**src/rtl/baud_rate_gen.sv**
```systemverilog
// Baud-rate selector and 16x oversample tick generator.
// A table of up to four divisors is indexed by rate_idx. The index advances on
// a synchronised rising edge of the selbaud push-button, or is loaded directly
// with set_en/set_idx. A free-running counter, cleared on every rate change,
// produces a one-cycle tick every refer+1 cycles while en is high.
module baud_rate_gen #(
    parameter int CNT_W  = 12,
    parameter int NRATES = 3,
    parameter int DIV0   = 324,
    parameter int DIV1   = 53,
    parameter int DIV2   = 26,
    parameter int DIV3   = 161
) (
    input  logic             clk,
    input  logic             rst,
    input  logic             selbaud,
    input  logic             set_en,
    input  logic [1:0]       set_idx,
    input  logic             en,
    output logic [CNT_W-1:0] refer,
    output logic [1:0]       rate_idx,
    output logic             tick,
    output logic             rate_chg
);

    // Table size and last valid index, sized for direct comparison with the 2-bit index.
    localparam logic [2:0] NR   = 3'(NRATES);
    localparam logic [1:0] LAST = 2'(NRATES - 1);

    logic             s1_q, s2_q, s3_q;
    logic [1:0]       idx_q, idx_d;
    logic             chg_q;
    logic [CNT_W-1:0] cnt_q, cnt_d;
    logic             tick_q, tick_d;
    logic             step, load_ok, accept;

    // Two-flop synchroniser for the push-button plus a delayed copy for edge detection.
    always_ff @(posedge clk or negedge rst) begin
        if (!rst) begin
            s1_q <= 1'b0;
            s2_q <= 1'b0;
            s3_q <= 1'b0;
        end else begin
            s1_q <= selbaud;
            s2_q <= s1_q;
            s3_q <= s2_q;
        end
    end

    assign step    = s2_q & ~s3_q;
    // Out-of-range loads are dropped entirely (no index change, no rate_chg).
    assign load_ok = set_en & ({1'b0, set_idx} < NR);
    assign accept  = step | load_ok;

    // Next index: a valid direct load overrides a coincident step.
    always_comb begin
        idx_d = idx_q;
        if (load_ok)
            idx_d = set_idx;
        else if (step)
            idx_d = (idx_q == LAST) ? 2'd0 : idx_q + 2'd1;
    end

    // Rate index register and one-cycle change pulse.
    always_ff @(posedge clk or negedge rst) begin
        if (!rst) begin
            idx_q <= 2'd0;
            chg_q <= 1'b0;
        end else begin
            idx_q <= idx_d;
            chg_q <= accept;
        end
    end

    // Divisor decode of the current index.
    always_comb begin
        refer = CNT_W'(DIV3);
        case (idx_q)
            2'd0:    refer = CNT_W'(DIV0);
            2'd1:    refer = CNT_W'(DIV1);
            2'd2:    refer = CNT_W'(DIV2);
            default: refer = CNT_W'(DIV3);
        endcase
    end

    // Tick counter: a rate change or disable restarts the period from zero.
    always_comb begin
        cnt_d  = cnt_q + CNT_W'(1);
        tick_d = 1'b0;
        if (accept || !en) begin
            cnt_d  = '0;
            tick_d = 1'b0;
        end else if (cnt_q == refer) begin
            cnt_d  = '0;
            tick_d = 1'b1;
        end
    end

    // Counter and registered tick.
    always_ff @(posedge clk or negedge rst) begin
        if (!rst) begin
            cnt_q  <= '0;
            tick_q <= 1'b0;
        end else begin
            cnt_q  <= cnt_d;
            tick_q <= tick_d;
        end
    end

    assign rate_idx = idx_q;
    assign rate_chg = chg_q;
    assign tick     = tick_q;

endmodule

```
**config.mk**
```make
export PLATFORM = sky130hd
export DESIGN_NAME = baud_rate_gen
export DESIGN_NICKNAME = d
export VERILOG_FILES = /design/src/rtl/baud_rate_gen.sv
export SDC_FILE = /design/constraint.sdc
export NUM_CORES = 1
export LEC_CHECK = 0
export ABC_AREA = 1
export BUFFER_PORTS_ARGS = -buffer_cell sky130_fd_sc_hd__clkbuf_2
export CAP_MARGIN = 10
export CELL_PAD_IN_SITES_DETAIL_PLACEMENT = 1
export CELL_PAD_IN_SITES_GLOBAL_PLACEMENT = 2
export CORE_UTILIZATION = 27
export CTS_CLUSTER_DIAMETER = 200
export DETAILED_ROUTE_END_ITERATION = 8
export GPL_ROUTABILITY_DRIVEN = 0
export PLACE_DENSITY = 0.78
export SYNTH_ARGS = -nofsm -noshare
export SYNTH_HDL_FRONTEND = slang
export SYNTH_SLANG_ARGS = --single-unit
```
**constraint.sdc**
```tcl
create_clock -name clk -period 1.5 [get_ports clk]
set_input_delay 0 -clock clk [delete_from_list [all_inputs] [get_ports clk]]
set_output_delay 0 -clock clk [all_outputs]
set_load 0.02 [all_outputs]
```
==> reports/metrics.csv <==
metric,value,unit
HPWL after detailed placement,2250,um
largest stage delay on the critical path,0.45,ns
layout cells sized above 1,38.6,%
cell types with the highest counts after synthesis,"33 x nand2_1, 24 x nor2_1, 23 x inv_1",
Chip Height,66.6,um
per-cell routed wire length,12.6,um
level count of the clock H-tree,1,
post-synthesis cell type count,20,
total of flip-flops plus latches after synthesis,19,
PD cells,933,mW/mm2
insertion delay of the later-clocked pin in the worst-skew pair,0.26,ns
worst setup path startpoint,rate_idx[0],
vias in the first global route,1067,
clock input transition at the sequential cells of the worst setup and hold paths,0.07,ns
syn avg cell area,7.87,um2
sequential-to-total area share from yosys stat,42.2,%
post-route cell area,0.00154,mm2
TritonCTS Buffers,3,
post-synth top area share,42.2,%
number of antenna violations at the first check in global routing,0,
Worst VDD drop,0.424,mV
site row count,23,
transition time of the tightest slew-check pin,0.517,ns
Clock Tree Root,clkbuf_8,
number of slew-limit violations in the final report,0,
clock tree skew after final layout,0.00358,ns
I/O pins,23,
setup repair after global routing missed its margin,true,
setup_tns,-0.487,ns
signal arrival time at the worst endpoint,1.72,ns
final setup vio count,10,
final cycle utilization of the critical path,104,%
shortest clock period the worst path allows after layout,1.57,ns
CP bufs+invs,2,
max_slew headroom,65.5,%
"Hold Violations, Final",0,
DRC errors left,0,
CTS Buffer Depth,2,
CP dominant cell by count,nor2_1,
Worst R2R End,cnt_q[4],
area of the placeable core,0.00400,mm2
1st-iter DRT viols,25,
total number of nets in the final design,198,
peak fanout along the critical path,5,
outcome,"finished, violations left",
cell with the most instances after synthesis,nand2_1,
Cells after Synth,143,
worst hold-check slack,0.0824,ns
first-pass GRT wire length,4980,um
kind of capture point of the worst setup path,flip-flop,
number of synthesized flops with an enable pin,0,
Synth area leaders,"dfrtp_1 42%, nand2_1 11%, nor2_1 8.0%",
count of yosys warnings during synthesis,0,
via count,1019,
PortBufs,19,
cell-by-cell trace of the critical path,"inv_4, ha_4, buf_6, nand2_2, nand2_1, nor2_1, nand2_1, nor2_1, nand2_2, nand2_4, nor2_1",
async set-reset flop share out of synthesis,100,%
clock tree from TritonCTS,done,
total power consumption of the routed design,0.00143,W
crit-path leading delay family,simple AND/OR/NAND/NOR gates,
worst setup margin,-0.0664,ns
worst slack after detailed placement,-0.102,ns
critical path class,reg2reg,
most frequently used flop master after synthesis,dfrtp_1,
initial standard-cell utilization of the core,28.2,%
"setup slack, reg-to-reg",-0.07,ns
total length of routed wires,2960,um
worst reg2reg startpoint,rate_idx[0],
first-pass iteration count of the detailed router,4,
fmax,638,MHz
total congestion overflow after global routing,0,
crit path capture,cnt_q[4],
Pleak,0.769,nW
cell type of the slowest stage on the worst timing path,dfrtp_2,
maximum number of pins on one net before global-route repair,20,
endpoint required time on the critical path,1.65,ns
post-synth top area cell,dfrtp_1,
placed inst area,0.00138,mm2
area of the die,0.00443,mm2
failing checks,setup timing,
critical path launch point type,flip-flop,
width of the die,66.6,um
diode insertion count for antenna repair,0,
Via density,4.35,
reg2reg path depth,11,
cell area after synthesis,0.00113,mm2
synthesis-to-layout area growth,36.6,%
max-capacitance violation count,0,
worst hold-check path type,in2reg,
antenna-violating nets left,0,
Clock Sinks,19,
number of cells on the critical path,11,
overall routing resource usage,15.5,%
-- metrics by stage --
stage	std cells	utilization, %
detailed placement	221	34.4
global placement	221	34.4
floorplan	145	-
global route	234	38.4
finish	234	38.4
CTS	234	38.2
-- tightest hold or removal path, cell delays in order --
cell and delay [ns]:
clkbuf_2 0.10, o21ai_4 0.07, nand2_1 0.12
-- flip-flops by register name, indices dropped and copies added (netlist names) --
register and flops:
rate_chg 1, cnt_q 12, s1_q 1, s2_q 1
rate_idx 2, tick 1, s3_q 1
-- report_power, final --
part | leakage, nW | total, W | internal, W | switching, W
Combinational | 0.497 | 0.000515 | 0.000228 | 0.000287
Clock | 0.0228 | 0.000368 | 0.000189 | 0.000178
Sequential | 0.249 | 0.000552 | 0.000531 | 0.0000210
-- layer usage --
| layer | vias up | part of all wire, % | GRT usage (%) |
|---|---|---|---|
| li1 | 504 | - | - |
| met1 | 496 | 46 | 19.0 |
| met2 | 14 | 50 | 25.0 |
| met3 | 5 | 1.8 | 1.88 |
| met4 | 0 | 2.4 | 10.4 |
| met5 | - | 0 | 0 |
-- logic make-up (layout without fill, tap and decap cells) --
kind of cell    count (synthesis)  after routing  synth area share (%)
flops                          19             19                  42.2
simple gates                   73             74                  28.2
xor+xnor                        8              8                  6.22
other cells                     1              3                 0.333
buf+inv                        30             68                  12.0
fa+ha+maj                       6              6                  6.67
compound gates                  6              6                  4.33
-- worst min-delay path by stage --
stage	slack (ns)	end	from	depth (start not counted)
2_1_floorplan	-0.30	cnt_q[0]	rst	0
5_1_grt	0.1	rate_chg	set_en	3
3_5_place_dp	-0.004	cnt_q[10]	rst	1
6_report	0.08	rate_chg	set_en	3
4_1_cts	0.07	rate_chg	set_en	3
3_3_place_gp	-0.02	cnt_q[10]	rst	1
-- area by class of cell --
cell class	instances	area (um2)
Tap cell	50	62.6
Timing Repair Buffer	40	270
Sequential cell	19	478
Multi-Input combinational cell	97	589
Clock buffer	4	45.0
Inverter	24	92.6
Fill cell	500	2460
-- repair_timing --
action                                  in CTS  in global routing
cloned                                       1                  0
endpoints found under the setup margin      11                 12
setup buffers                                6                  0
pin swaps                                    3                  3
hold buffers                                 2                  0
hold endpoints to repair                    20                  0
gates resized for setup                      9                  5
-- cells in the final DEF (no fill, tap or decap) --
master | netlist | layout
nand2_4 | 1 | 1
nor2_2 | 3 | 5
buf_6 | 0 | 1
o21ai_4 | 1 | 1
ha_4 | 0 | 3
buf_4 | 6 | 18
dfrtp_1 | 19 | 17
nand2_2 | 3 | 11
nand3_2 | 1 | 1
clkbuf_2 | 0 | 18
inv_2 | 1 | 5
nand2_1 | 33 | 26
clkbuf_1 | 0 | 1
clkbuf_8 | 0 | 4
o21ai_0 | 3 | 3
xor2_1 | 7 | 7
ha_1 | 6 | 3
xnor2_1 | 1 | 1
conb_1 | 1 | 3
inv_4 | 0 | 1
nand3_1 | 5 | 5
nor2_1 | 24 | 22
nand3b_1 | 1 | 1
o221ai_1 | 2 | 2
nand4_1 | 2 | 2
dlygate4sd3_1 | 0 | 2
dfrtp_2 | 0 | 2
inv_1 | 23 | 18
(Power assumes the default switching activity.)
